### src/rtl/uart_tx_ctrl_if.sv
// Handshake bundle between the UART_TX frame controller and its neighbours.
// Latency: n/a (wires only).
// Backpressure: none. Data_Valid is only honoured while BUSY is low.
//
// Signals:
//   Data_Valid  master->slave  new frame request, P_DATA valid this cycle
//   PAR_EN      master->slave  parity enable, sampled at frame accept
//   Ser_Done    master->slave  serializer presenting its last data bit
//   Ser_Enable  slave->master  serializer shift/count enable
//   Mux_Sel     slave->master  00=start 01=stop/idle 10=Ser_Data 11=parity
//   BUSY        slave->master  frame in progress (registered)
//   Frame_Done  slave->master  pulse in the final stop-bit cycle
interface uart_tx_ctrl_if;
    logic       Data_Valid;
    logic       PAR_EN;
    logic       Ser_Done;
    logic       Ser_Enable;
    logic [1:0] Mux_Sel;
    logic       BUSY;
    logic       Frame_Done;

    modport master (
        output Data_Valid, PAR_EN, Ser_Done,
        input  Ser_Enable, Mux_Sel, BUSY, Frame_Done
    );

    modport slave (
        input  Data_Valid, PAR_EN, Ser_Done,
        output Ser_Enable, Mux_Sel, BUSY, Frame_Done
    );
endinterface

### src/rtl/uart_tx_ctrl.sv
// Moore FSM sequencing one UART_TX frame: start, data, optional parity, stop bits.
// Latency: START one cycle after Data_Valid accept; frame = 1+DATA_WIDTH+parity+STOP_BITS cycles.
// Backpressure: Data_Valid is ignored while BUSY=1; at least one IDLE cycle between frames.
//
// Ports:
//   CLK  clock
//   RST  asynchronous, active-low reset
//   bus  uart_tx_ctrl_if.slave (Data_Valid, PAR_EN, Ser_Done in;
//        Ser_Enable, Mux_Sel, BUSY, Frame_Done out)
module uart_tx_ctrl #(
    parameter int DATA_WIDTH = 8,
    parameter int STOP_BITS  = 1
) (
    input  logic            CLK,
    input  logic            RST,
    uart_tx_ctrl_if.slave   bus
);

    // Serial bit count is owned by the serializer; DATA_WIDTH only documents
    // the pairing with it.
    localparam int DW_UNUSED = DATA_WIDTH;

    localparam logic [1:0] MUX_START  = 2'b00;
    localparam logic [1:0] MUX_STOP   = 2'b01;
    localparam logic [1:0] MUX_DATA   = 2'b10;
    localparam logic [1:0] MUX_PARITY = 2'b11;

    localparam logic [1:0] STOP_LAST = 2'(STOP_BITS - 1);

    typedef enum logic [2:0] {
        S_IDLE   = 3'd0,
        S_START  = 3'd1,
        S_DATA   = 3'd2,
        S_PARITY = 3'd3,
        S_STOP   = 3'd4
    } state_t;

    state_t     state_q, state_d;
    logic       par_en_q, par_en_d;
    logic [1:0] stop_cnt_q, stop_cnt_d;
    logic       busy_q, busy_d;

    // State register.
    always_ff @(posedge CLK or negedge RST) begin
        if (!RST) begin
            state_q    <= S_IDLE;
            par_en_q   <= 1'b0;
            stop_cnt_q <= 2'd0;
            busy_q     <= 1'b0;
        end else begin
            state_q    <= state_d;
            par_en_q   <= par_en_d;
            stop_cnt_q <= stop_cnt_d;
            busy_q     <= busy_d;
        end
    end

    // Next-state logic.
    always_comb begin
        state_d    = state_q;
        par_en_d   = par_en_q;
        stop_cnt_d = 2'd0;
        case (state_q)
            S_IDLE: begin
                // The serializer loads P_DATA on this same edge since BUSY=0.
                if (bus.Data_Valid) begin
                    state_d  = S_START;
                    par_en_d = bus.PAR_EN;
                end
            end
            S_START: state_d = S_DATA;
            S_DATA: begin
                if (bus.Ser_Done) begin
                    state_d = par_en_q ? S_PARITY : S_STOP;
                end
            end
            S_PARITY: state_d = S_STOP;
            S_STOP: begin
                // Counter is zero on entry and returns to zero on exit.
                if (stop_cnt_q == STOP_LAST) begin
                    state_d = S_IDLE;
                end else begin
                    stop_cnt_d = stop_cnt_q + 2'd1;
                end
            end
            default: state_d = S_IDLE;  // illegal encodings recover
        endcase
        busy_d = (state_d != S_IDLE);
    end

    // Moore output decode: no input-to-output paths.
    always_comb begin
        bus.Ser_Enable = 1'b0;
        bus.Mux_Sel    = MUX_STOP;
        bus.Frame_Done = 1'b0;
        case (state_q)
            S_START:  bus.Mux_Sel = MUX_START;
            S_DATA: begin
                bus.Ser_Enable = 1'b1;
                bus.Mux_Sel    = MUX_DATA;
            end
            S_PARITY: bus.Mux_Sel = MUX_PARITY;
            S_STOP:   bus.Frame_Done = (stop_cnt_q == STOP_LAST);
            default: ;
        endcase
    end

    assign bus.BUSY = busy_q;

endmodule

### src/flat_wrapper.sv
// flat-port wrapper written by rule: the top's interface ports become plain ports
module uart_tx_ctrl_flat 
#(
    parameter int DATA_WIDTH = 8,
    parameter int STOP_BITS  = 1
)
  (CLK, RST, bus_Data_Valid, bus_PAR_EN, bus_Ser_Done, bus_Ser_Enable, bus_Mux_Sel, bus_BUSY, bus_Frame_Done);
  uart_tx_ctrl_if bus_i ();
  input  logic CLK;
  input  logic RST;
  input wire logic [$bits(bus_i.Data_Valid)-1:0] bus_Data_Valid;
  input wire logic [$bits(bus_i.PAR_EN)-1:0] bus_PAR_EN;
  input wire logic [$bits(bus_i.Ser_Done)-1:0] bus_Ser_Done;
  output wire logic [$bits(bus_i.Ser_Enable)-1:0] bus_Ser_Enable;
  output wire logic [$bits(bus_i.Mux_Sel)-1:0] bus_Mux_Sel;
  output wire logic [$bits(bus_i.BUSY)-1:0] bus_BUSY;
  output wire logic [$bits(bus_i.Frame_Done)-1:0] bus_Frame_Done;
  assign bus_i.Data_Valid = bus_Data_Valid;
  assign bus_i.PAR_EN = bus_PAR_EN;
  assign bus_i.Ser_Done = bus_Ser_Done;
  assign bus_Ser_Enable = bus_i.Ser_Enable;
  assign bus_Mux_Sel = bus_i.Mux_Sel;
  assign bus_BUSY = bus_i.BUSY;
  assign bus_Frame_Done = bus_i.Frame_Done;
  uart_tx_ctrl #(.DATA_WIDTH(DATA_WIDTH), .STOP_BITS(STOP_BITS)) u_core (.CLK(CLK), .RST(RST), .bus(bus_i));
endmodule
### config.mk
export PLATFORM = sky130hd
export DESIGN_NAME = uart_tx_ctrl_flat
export DESIGN_NICKNAME = d
export VERILOG_FILES = /design/src/rtl/uart_tx_ctrl_if.sv /design/src/rtl/uart_tx_ctrl.sv /design/src/flat_wrapper.sv
export SDC_FILE = /design/constraint.sdc
export NUM_CORES = 1
export LEC_CHECK = 0
export ABC_AREA = 1
export CELL_PAD_IN_SITES_DETAIL_PLACEMENT = 1
export CELL_PAD_IN_SITES_GLOBAL_PLACEMENT = 1
export CORE_AREA = 2 2 39 41
export DETAILED_ROUTE_END_ITERATION = 12
export DIE_AREA = 0 0 41 43
export PLACE_DENSITY = 0.67
export SLEW_MARGIN = 25
export SYNTH_ARGS = -nofsm -noshare
export SYNTH_HDL_FRONTEND = slang
export SYNTH_SLANG_ARGS = --single-unit
### constraint.sdc
create_clock -name CLK -period 3.1 [get_ports CLK]
set_input_delay 0.62 -clock CLK [delete_from_list [all_inputs] [get_ports CLK]]
set_output_delay 0.62 -clock CLK [all_outputs]
set_load 0.01 [all_outputs]
# Word-level counts from Yosys, hierarchy flattened
# Cells that the tools add are included.
# totals
reg_bits	7
in_bits	5
out_inout_bits	5
word_cells	23
# op_classes
n_addsub	1
eq_ne	4
muxes	10
reduce_logical	4
# ops
op	n
$pmux W3 S5	1
$mux W3	4
$eq A3 B2 Y1 const B	2
$pmux W2 S3	1
$mux W2	2
$eq A3 B1 Y1 const B	1
$eq A3 B3 Y1 const B	1
$logic_not A3 Y1	1
$reduce_bool A3 Y1	1
$add A2 B1 Y2 const B	1
$logic_not A2 Y1	1
$mux W1	2
$reduce_and A2 Y1	1

# Depth between registers and ports, before layout
# depth
ltp_word	4
ltp_mapped	7
mapped_depth_nobuf	7

# Worst setup path after synthesis
# No wires, ideal clock.
# synth_path
path_kind	reg2out
startpoint	reg u_core.state_q[1]
endpoint	out bus_Frame_Done
t_arrival_ns	0.852
required_time_ns	2.480
path_slack_ns	1.628
stages_incl_launch_ff	4
path_cell_list	dfrtp_1 > nor2_1 > nand2_1 > nor2_1
# synth_via
elab_chain_len	2
# synth_rtl
element	line	text
start, declared	uart_tx_ctrl.sv:38	state_t state_q, state_d;
start signal, assigned	uart_tx_ctrl.sv:51	state_q <= state_d;
$eq A3 B3 Y1	uart_tx_ctrl.sv:96	case (state_q)
$mux W1	uart_tx_ctrl.sv:96	
end, declared	flat_wrapper.sv:17	output wire logic [$bits(bus_i.Frame_Done)-1:0] bus_Frame_Done;
# No other way between the ends.

# Final worst setup path
# Same ends and word-level chain as after synthesis.

==> impl_metrics.csv <==
group,metric,value,unit
run_status,status,"completed",
logic_synthesis,synth_area,374,sq um
sta,worstMarginPinSlew,310,ps
sta,hold_ws,499,ps
setup_path,crit_required,2480,ps
setup_path,r2r_slack,2040,ps
logic_synthesis,ys_ff_latch,7,
logic_synthesis,yosysTopAreaCell,"dfrtp_1",
logic_synthesis,synthCells,49,
global_route,grt_pass1_vias,350,
power_and_ir_drop,ir_drop,227,uV
clock_tree,clock_sinks,7,
global_route,grt_pass1_wl,1300,microns
hold_path,hp-class,"reg2reg",
sta,setup-tns-final,0,ps
detailed_routing,wl_per_cell,9.62,microns
global_route,antenna_found_initial,0,
logic_synthesis,synth_top_area_share,46.8,%
sta,worst_clock_skew,5.53,ps
logic_synthesis,syn_area_per_cell,7.63,sq um
detailed_routing,routed_wl,750,microns
logic_synthesis,post_synth_num_cell_types,10,
floorplan,dieWidth,41,microns
setup_path,start_kind,"flip-flop",
cells_and_area,layout.nets,70,
sta,period_share,72.1,%
setup_path,cp_max_fo,4,
clock_tree,cts_resized,0,
setup_path,cp-end-kind,"output port",
sta,finalSetupViolations,0,
sta,relSlewSlack,79.3,%
cells_and_area,diodes,0,
floorplan,boundaryPins,10,
sta,grt_setup_unrepaired,"no",
logic_synthesis,yosysSeqAreaShare,46.8,%
global_route,grt_max_degree,8,
logic_synthesis,yosys-top-cells-area,"dfrtp_1 47%, inv_1 10%, nand2_1 10%, nor2_1 9.0%, ha_1 6.7%",
clock_tree,cts.clk_slew.worst_paths,50,ps
power_and_ir_drop,power_switching,151,uW
clock_tree,cts_buffer_depth,2,
sta,min_period,2230,ps
detailed_routing,postRouteAntennaNets,0,
detailed_routing,via_per_inst,4.04,
power_and_ir_drop,power_density,786,mW/mm^2
power_and_ir_drop,p_leak,0.271,nW
clock_tree,cts-root-buf,"clkbuf_4",
setup_path,critPathKind,"reg2out",
power_and_ir_drop,intPower,251,uW
power_and_ir_drop,pwr-share-comb,44.5,%
power_and_ir_drop,swShare,37.6,%
clock_tree,cts_tree,"built",
floorplan,initial_core_util,27.0,%
floorplan,core,0.00138,sq mm
clock_tree,numCtsBuffers,3,
placement,gp_congestion,0.660,
placement,hpwl,625,microns
placement,io_buffers,9,
sta,finalHoldViolations,0,
setup_path,critPathArrivalTime,1610,ps
sta,fmax,448,MHz
power_and_ir_drop,pwr-share-seq,35.2,%
clock_tree,hold_buffers,0,
logic_synthesis,syn_nets,56,
detailed_routing,vias,315,
cells_and_area,drive_above_1_share,14.5,%
power_and_ir_drop,p_clk_share,20.3,%
clock_tree,insertion_delay,250,ps
clock_tree,post_cts_buffers,0,
floorplan,die-area,0.00176,sq mm
job,maxCapViolations,0,
floorplan,die_h,43,microns
global_route,gr-total-overflow,0,
detailed_routing,dr.pass1.iters,2,
logic_synthesis,yosys_warnings,0,
floorplan,rows,14,
cells_and_area,area_growth,36.5,%
detailed_routing,drt_iter0_drc,3,
clock_tree,htree_num_levels,1,
sta,slew_viol_final,0,
global_route,track_usage,11.1,%
detailed_routing,drc,0,
-- worst paths after layout --
check | from | end | depth (start not counted)
max | u_core.state_q[1] | bus_Frame_Done | 4
min | u_core.par_en_q | u_core.par_en_q | 2
max reg2reg | u_core.stop_cnt_q[0] | u_core.bus.BUSY | 7
min reg2reg | u_core.par_en_q | u_core.par_en_q | 2
max in group asynchronous | RST | u_core.bus.BUSY | 1
min in group asynchronous | RST | u_core.state_q[1] | 1
-- worst max-delay path: stages, from the launching register on --
cell and delay [ps]:
dfrtp_1 410, nor2_1 210, nand2_1 120, nor2_1 100
clkdlybuf4s50_1 530
-- Yosys cell counts --
cell,instances
nor2_1,9
ha_1,2
dfrtp_1,7
o21ai_0,2
nand2_1,10
nand3_2,2
nor2_2,2
inv_1,10
nand3_1,3
inv_2,2
-- power groups by stage --
stage                     registers [mW]  logic, mW  clock network, mW
after floorplan                    0.141      0.102                  0
after global placement             0.142      0.180                  0
after detailed placement           0.143      0.183                  0
after CTS                          0.142      0.183             0.0831
after global routing               0.147      0.203             0.0896
final                              0.141      0.178             0.0815
-- stage by stage --
step	instance area [sq um]	util, %	power, mW	cells	worst slack, ps
2_1_floorplan	374	-	0.243	49	1630
3_3_place_gp	484	35.0	0.321	74	1150
3_5_place_dp	484	35.0	0.326	74	1120
4_1_cts	510	36.9	0.408	78	853
5_1_grt	510	36.9	0.440	78	738
6_report	510	36.9	0.401	78	866
-- layer usage --
layer / vias to the layer above / GRT usage (%) / share of wire [%]
met4: 0 / 6.00 / 0
met5: - / 0 / 0
met3: 0 / 3.14 / 3.6
met1: 142 / 13.2 / 47
met2: 5 / 17.2 / 49
li1: 168 / - / -
-- state kept, by name (all words and copies together) (netlist names) --
register	count
u_core.bus.BUSY	1
u_core.par_en_q	1
u_core.state_q	3
u_core.stop_cnt_q	2
-- cells in the final DEF (no fill, tap or decap), drive strengths merged --
master | Yosys | layout
nor2 | 11 | 11
inv | 12 | 12
clkdlybuf4s50 | 0 | 9
nand3 | 5 | 5
ha | 2 | 2
o21ai | 2 | 2
dfrtp | 7 | 7
clkbuf | 0 | 4
nand2 | 10 | 10
-- cell families (layout without fill, tap and decap cells) --
kind of cell    after synthesis  count (layout)  share of synthesized area, %
buf+inv                      12              25                          12.0
compound gates                2               2                          2.68
simple gates                 26              26                          31.8
flops                         7               7                          46.8
fa+ha+maj                     2               2                          6.69
-- final cells by class --
type                       count  area [sq um]
fill                         189           873
sequential                     7           175
multi-input combinational     30           154
timing repair buffer           9          90.1
inverter                      12          45.0
clock buffer                   4          26.3
tap                           16          20.0
No activity file was read; power rests on OpenSTA's default activity.
